===== src/rtl/uart_rx_fifo_if.sv =====
// Receive FIFO bus bundle: UART receive strobes in,
// Wishbone read data, acknowledge and status out.
interface uart_rx_fifo_if #(
    parameter int DEPTH  = 16,
    parameter int DATA_W = 8
);
    localparam int CW = $clog2(DEPTH) + 1;

    logic [DATA_W-1:0] rx_data_i;
    logic              rx_data_vld_i;
    logic              rx_parity_err_i;
    logic              rd_req_i;
    logic              clr_i;
    logic [31:0]       rd_data_o;
    logic              rd_ack_o;
    logic [CW-1:0]     count_o;
    logic              empty_o;
    logic              full_o;
    logic              overflow_o;
    logic              irq_o;

    modport master (
        output rx_data_i, rx_data_vld_i, rx_parity_err_i,
        output rd_req_i, clr_i,
        input  rd_data_o, rd_ack_o, count_o,
        input  empty_o, full_o, overflow_o, irq_o
    );

    modport slave (
        input  rx_data_i, rx_data_vld_i, rx_parity_err_i,
        input  rd_req_i, clr_i,
        output rd_data_o, rd_ack_o, count_o,
        output empty_o, full_o, overflow_o, irq_o
    );
endinterface


===== src/rtl/uart_rx_fifo.sv =====
// UART receive buffer: circular FIFO of {perr, data} entries with
// sticky overflow and a single-cycle acknowledged read port.
module uart_rx_fifo #(
    parameter int DEPTH  = 16,
    parameter int DATA_W = 8
) (
    input  logic          clk_i,
    input  logic          rst_ni,
    uart_rx_fifo_if.slave bus
);
    localparam int AW = $clog2(DEPTH);
    localparam int CW = AW + 1;

    logic [DATA_W:0] mem_q [DEPTH];
    logic [AW-1:0]   wptr_q, wptr_d;
    logic [AW-1:0]   rptr_q, rptr_d;
    logic [CW-1:0]   count_q, count_d;
    logic            ovf_q, ovf_d;
    logic            ack_q, ack_d;
    logic [31:0]     rdata_q, rdata_d;

    logic full, empty, rd_acc, pop, push, drop;

    always_comb begin
        full   = (count_q == CW'(DEPTH));
        empty  = (count_q == '0);
        rd_acc = bus.rd_req_i & ~ack_q;
        pop    = rd_acc & ~empty & ~bus.clr_i;
        // a pop frees the slot, so a push into a full FIFO still lands
        push   = bus.rx_data_vld_i & (~full | pop) & ~bus.clr_i;
        drop   = bus.rx_data_vld_i & full & ~pop & ~bus.clr_i;

        wptr_d  = wptr_q;
        rptr_d  = rptr_q;
        count_d = count_q;
        ovf_d   = ovf_q;
        ack_d   = rd_acc;
        rdata_d = rdata_q;

        if (rd_acc) begin
            rdata_d = '0;
            if (!bus.clr_i) begin
                rdata_d[9] = ovf_q;
                if (pop) begin
                    rdata_d[31]          = 1'b1;
                    rdata_d[8]           = mem_q[rptr_q][DATA_W];
                    rdata_d[DATA_W-1:0]  = mem_q[rptr_q][DATA_W-1:0];
                end
            end
        end

        if (push) wptr_d = wptr_q + AW'(1);
        if (pop)  rptr_d = rptr_q + AW'(1);

        unique case ({push, pop})
            2'b10:   count_d = count_q + CW'(1);
            2'b01:   count_d = count_q - CW'(1);
            default: count_d = count_q;
        endcase

        if (drop) ovf_d = 1'b1;

        if (bus.clr_i) begin
            wptr_d  = '0;
            rptr_d  = '0;
            count_d = '0;
            ovf_d   = 1'b0;
        end
    end

    always_ff @(posedge clk_i or negedge rst_ni) begin
        if (!rst_ni) begin
            wptr_q  <= '0;
            rptr_q  <= '0;
            count_q <= '0;
            ovf_q   <= 1'b0;
            ack_q   <= 1'b0;
            rdata_q <= '0;
        end else begin
            wptr_q  <= wptr_d;
            rptr_q  <= rptr_d;
            count_q <= count_d;
            ovf_q   <= ovf_d;
            ack_q   <= ack_d;
            rdata_q <= rdata_d;
        end
    end

    always_ff @(posedge clk_i) begin
        if (push) mem_q[wptr_q] <= {bus.rx_parity_err_i, bus.rx_data_i};
    end

    assign bus.rd_data_o  = rdata_q;
    assign bus.rd_ack_o   = ack_q;
    assign bus.count_o    = count_q;
    assign bus.empty_o    = empty;
    assign bus.full_o     = full;
    assign bus.overflow_o = ovf_q;
    assign bus.irq_o      = ~empty;
endmodule


===== src/flat_wrapper.sv =====
// flat-port wrapper written by rule: the top's interface ports become plain ports
module uart_rx_fifo_flat 
#(
    parameter int DEPTH  = 16,
    parameter int DATA_W = 8
)
  (clk_i, rst_ni, bus_rx_data_i, bus_rx_data_vld_i, bus_rx_parity_err_i, bus_rd_req_i, bus_clr_i, bus_rd_data_o, bus_rd_ack_o, bus_count_o, bus_empty_o, bus_full_o, bus_overflow_o, bus_irq_o);
  uart_rx_fifo_if #(.DEPTH(DEPTH), .DATA_W(DATA_W)) bus_i ();
  input  logic clk_i;
  input  logic rst_ni;
  input wire logic [$bits(bus_i.rx_data_i)-1:0] bus_rx_data_i;
  input wire logic [$bits(bus_i.rx_data_vld_i)-1:0] bus_rx_data_vld_i;
  input wire logic [$bits(bus_i.rx_parity_err_i)-1:0] bus_rx_parity_err_i;
  input wire logic [$bits(bus_i.rd_req_i)-1:0] bus_rd_req_i;
  input wire logic [$bits(bus_i.clr_i)-1:0] bus_clr_i;
  output wire logic [$bits(bus_i.rd_data_o)-1:0] bus_rd_data_o;
  output wire logic [$bits(bus_i.rd_ack_o)-1:0] bus_rd_ack_o;
  output wire logic [$bits(bus_i.count_o)-1:0] bus_count_o;
  output wire logic [$bits(bus_i.empty_o)-1:0] bus_empty_o;
  output wire logic [$bits(bus_i.full_o)-1:0] bus_full_o;
  output wire logic [$bits(bus_i.overflow_o)-1:0] bus_overflow_o;
  output wire logic [$bits(bus_i.irq_o)-1:0] bus_irq_o;
  assign bus_i.rx_data_i = bus_rx_data_i;
  assign bus_i.rx_data_vld_i = bus_rx_data_vld_i;
  assign bus_i.rx_parity_err_i = bus_rx_parity_err_i;
  assign bus_i.rd_req_i = bus_rd_req_i;
  assign bus_i.clr_i = bus_clr_i;
  assign bus_rd_data_o = bus_i.rd_data_o;
  assign bus_rd_ack_o = bus_i.rd_ack_o;
  assign bus_count_o = bus_i.count_o;
  assign bus_empty_o = bus_i.empty_o;
  assign bus_full_o = bus_i.full_o;
  assign bus_overflow_o = bus_i.overflow_o;
  assign bus_irq_o = bus_i.irq_o;
  uart_rx_fifo #(.DEPTH(DEPTH), .DATA_W(DATA_W)) u_core (.clk_i(clk_i), .rst_ni(rst_ni), .bus(bus_i));
endmodule

===== config.mk =====
export PLATFORM = sky130hd
export DESIGN_NAME = uart_rx_fifo_flat
export DESIGN_NICKNAME = d
export VERILOG_FILES = /design/src/rtl/uart_rx_fifo_if.sv /design/src/rtl/uart_rx_fifo.sv /design/src/flat_wrapper.sv
export SDC_FILE = /design/constraint.sdc
export NUM_CORES = 1
export LEC_CHECK = 0
export ABC_AREA = 1
export BUFFER_PORTS_ARGS = -buffer_cell sky130_fd_sc_hd__buf_4
export CORE_MARGIN = 1
export CORE_UTILIZATION = 60
export DETAILED_ROUTE_END_ITERATION = 10
export PLACE_DENSITY = 0.8
export SYNTH_ARGS = -nofsm -noshare
export SYNTH_HDL_FRONTEND = slang
export SYNTH_SLANG_ARGS = --single-unit
export TNS_END_PERCENT = 20

===== constraint.sdc =====
create_clock -name clk_i -period 2.35 [get_ports clk_i]
set_input_delay 0.1175 -clock clk_i [delete_from_list [all_inputs] [get_ports clk_i]]
set_output_delay 0.1175 -clock clk_i [all_outputs]
set_load 0.02 [all_outputs]

==> results.md <==
| Quantity | Reported |
|:---|:---|
| Status | complete, no violations |
| Most numerous cell types in the synthesized netlist | sky130_fd_sc_hd__nand2_1 (207), sky130_fd_sc_hd__nand3_1 (145), sky130_fd_sc_hd__edfxtp_1 (144), sky130_fd_sc_hd__dfrtp_1 (26), sky130_fd_sc_hd__nor2_1 (24) |
| Share of async-settable or async-resettable flops after synthesis | 15.3% |
| Total routed wirelength | 16700 um |
| Last weighted congestion value of the routability-driven placer | 0.857 |
| Peak supply drop | 525 uV |
| Antenna Diode Count | 0 |
| First-pass GRT wire length | 26000 um |
| Clock transition at the register clock pins on the worst setup and hold paths after CTS | 0.06 ns |
| Cell count after placement | 822 |
| Required time reported for the critical path endpoint | 2.40 ns |
| MaxCap Viol Count | 0 |
| CTS Root Buffer Type | sky130_fd_sc_hd__clkbuf_16 |
| CTS Buf Count | 17 |
| Worst-Margin Slew | 0.846 ns |
| Category of the worst setup path capture point | flop |
| I/O Pins | 56 |
| Area share of the largest cell type after synthesis | 58.8% |
| Area of the die | 12700 um2 |
| Total power density per cell area | 822 nW/um2 |
| Leak | 3.30 nW |
| Data arrival time of the critical path | 2.33 ns |
| Number of placement rows | 40 |
| Post-synthesis cell type with the largest combined area | sky130_fd_sc_hd__edfxtp_1 |
| Relative slew slack | 43.4% |
| Die width | 113 um |
| Proportion of layout cells with a drive suffix above 1 | 12.4% |
| Largest clock skew in the final design | 0.00707 ns |
| Port Buffer Count | 34 |
| DRC | 0 |
| Total net switching power | 1.46 mW |
| Core area | 12000 um2 |
| GRT Util Overall | 28.3% |
| Critical-path maximum fanout | 17 |
| Hpwl dp | 10100 um |
| Setup crit start kind | flop |
| Fraction of power spent switching nets | 21.2% |
| GRT overflow | 0 |
| Mean area per synthesized cell | 11.0 um2 |
| Post-synthesis to final-layout area growth | 13.7% |
| Detailed-route vias per instance | 5.96 |
| Starting density of the core | 61.5% |
| Critical setup path kind | reg -> reg |
| Clock tree from TritonCTS | yes |
| Final hold violation count | 0 |
| Later-pin clock latency in the skew report | 0.43 ns |
| Number of distinct library cell variants in the gate-level netlist after synthesis | 29 |
| Number of warnings reported in the yosys synthesis log | 0 |
| Vertical extent of the die | 113 um |
| Antenna violations before repair | 0 |
| Post-DRT Antenna Nets | 0 |
| Via count of the first global-routing pass | 4904 |
| Synth area leaders | sky130_fd_sc_hd__edfxtp_1 (59%), sky130_fd_sc_hd__nand2_1 (11%), sky130_fd_sc_hd__nand3_1 (9.9%) |
| Synth Flop Type | sky130_fd_sc_hd__edfxtp_1 |
| Number of flip-flops and latches in the synthesized netlist | 170 |
| Post-synthesis instance total | 666 |
| EDFF count, synth | 144 |
| Time the worst path needs with I/O delays and setup | 2.28 ns |
| Longest Clk Path Bufs | 2 |
| First-pass detailed-route iteration total | 5 |
| Share of the yosys chip area belonging to registers | 67.7% |
| Setup repair after global routing missed its margin | true |
| Net total in the final layout | 720 |
| Final setup fails | 0 |
| Library cell with the highest instance count after synthesis | sky130_fd_sc_hd__nand2_1 |
| Final period utilization | 97.0% |
| Sequential cell fraction of total power | 48.6% |
| Hold Path Class | in -> reg |
| Routed length per placed instance | 19.5 um |
| Clk pwr share | 45.0% |
| Post-CTS setup repair buffer count | 0 |
| Htree depth | 4 |
| Layout Cells excl Fill | 857 |
| PnR Total Power | 6.87 mW |
| Iter 0 DRT Violations | 642 |
| Clock sink total | 170 |
| Via count of the routed design | 5104 |
| Cell internal pwr | 5.41 mW |
| Slew Viols, Final | 0 |
| Share of total power in combinational logic | 6.4% |
| Maximum number of pins on one net before global-route repair | 75 |
| Summed instance area of the synthesized netlist | 7350 um2 |
| Max Clock Freq | 439 MHz |
-- layer usage --
layer	vias up	share of wire (%)	GRT usage, %	wire length (um)
li1	2307	-	-	-
met3	38	9.7	6.70	1620
met2	292	50	45.7	8320
met5	-	0	0	0
met4	0	2.7	12.5	446
met1	2467	38	37.0	6360
-- cells by family after synthesis --
logic type | after synthesis | synth area share, %
AO/OA/AOI/OAI | 14 | 1.14
XOR/XNOR | 5 | 0.596
adder cells (fa/ha/maj) | 9 | 1.63
buffers and inverters | 78 | 5.53
flip-flops | 170 | 67.7
other | 1 | 0.0510
AND/OR/NAND/NOR | 389 | 23.4
-- power by group through the flow --
| stage | clock (mW) | sequential (mW) | combinational [mW] |
|---|---|---|---|
| detailed placement | 0 | 3.40 | 0.421 |
| CTS | 3.11 | 3.34 | 0.435 |
| finish | 3.09 | 3.34 | 0.442 |
| global placement | 0 | 3.40 | 0.410 |
| floorplan | 0 | 3.41 | 0.273 |
| global route | 3.22 | 3.34 | 0.483 |
-- critical path: stages (launching register included) --
cell and delay (ns):
sky130_fd_sc_hd__dfrtp_1 0.44, sky130_fd_sc_hd__nor2_2 0.09, sky130_fd_sc_hd__nand3_1 0.18, sky130_fd_sc_hd__inv_1 0.11, sky130_fd_sc_hd__nand2_2 0.11, sky130_fd_sc_hd__nand2_2 0.24
sky130_fd_sc_hd__nor2_1 0.73
-- registers in the layout (all words and copies together) (netlist names) --
register               cells
u_core.bus.count_o         5
u_core.bus.rd_data_o      11
u_core.mem_q             144
u_core.rptr_q              4
u_core.bus.rd_ack_o        1
u_core.wptr_q              4
u_core.bus.overflow_o      1
-- path summary, 6_finish.rpt --
path / from / end / slack (ns) / depth (start not counted)
setup / recovery: u_core.bus.count_o[1] / u_core.mem_q[8][0] / 0.07 / 6
hold / removal: bus_rx_data_vld_i / u_core.wptr_q[2] / 0.02 / 4
setup reg to reg: u_core.bus.count_o[1] / u_core.mem_q[8][0] / 0.07 / 6
hold reg to reg: u_core.bus.rd_data_o[2] / u_core.bus.rd_data_o[2] / 0.48 / 2
max in group asynchronous: rst_ni / u_core.rptr_q[0] / 1.93 / 2
min in group asynchronous: rst_ni / u_core.bus.rd_data_o[3] / 0.14 / 2
-- layout make-up --
type | instances | area [um2]
Clock buffer | 17 | 425
Clock inverter | 15 | 229
Fill cell | 796 | 3600
Inverter | 24 | 90.1
Multi-Input combinational cell | 438 | 2060
Sequential cell | 170 | 4980
Tap cell | 147 | 184
Timing Repair Buffer | 46 | 390
-- cell usage in the layout, fill, tap and decap left out, types with 3 or more instances in the layout --
cell	instances
sky130_fd_sc_hd__inv_1	21
sky130_fd_sc_hd__nor2_2	5
sky130_fd_sc_hd__dlygate4sd3_1	3
sky130_fd_sc_hd__a21oi_1	3
sky130_fd_sc_hd__edfxtp_1	144
sky130_fd_sc_hd__clkbuf_16	17
sky130_fd_sc_hd__ha_1	8
sky130_fd_sc_hd__buf_12	3
sky130_fd_sc_hd__clkinv_1	5
sky130_fd_sc_hd__nand4_1	5
sky130_fd_sc_hd__dfrtp_1	25
sky130_fd_sc_hd__buf_4	40
sky130_fd_sc_hd__xor2_1	3
sky130_fd_sc_hd__nand2_1	207
sky130_fd_sc_hd__o21ai_0	8
sky130_fd_sc_hd__conb_1	21
sky130_fd_sc_hd__nand3_1	145
sky130_fd_sc_hd__nor2_1	19
sky130_fd_sc_hd__bufinv_16	6
-- what timing repair did --
| item | in CTS | in global routing |
|---|---|---|
| hold buffers | 3 | 0 |
| gates resized for setup | 0 | 6 |
| endpoints found under the setup margin | 0 | 91 |
| endpoints found under the hold margin | 29 | 0 |
-- stage by stage --
step | cell area, um2 | util, % | hold slack (ns) | TNS, ns | worst slack [ns]
after floorplan | 7430 | - | -0.178 | 0 | 0.179
after global placement | 7660 | 64.0 | 0.0413 | 0 | 0.218
after detailed placement | 7660 | 64.0 | 0.0461 | 0 | 0.0972
after CTS | 8340 | 69.7 | 0.00103 | 0 | 0.0681
after global routing | 8360 | 69.9 | 0.0365 | -4.05 | -0.0837
final | 8360 | 69.9 | 0.0153 | 0 | 0.0697
Power figures use the tool's default switching activity.
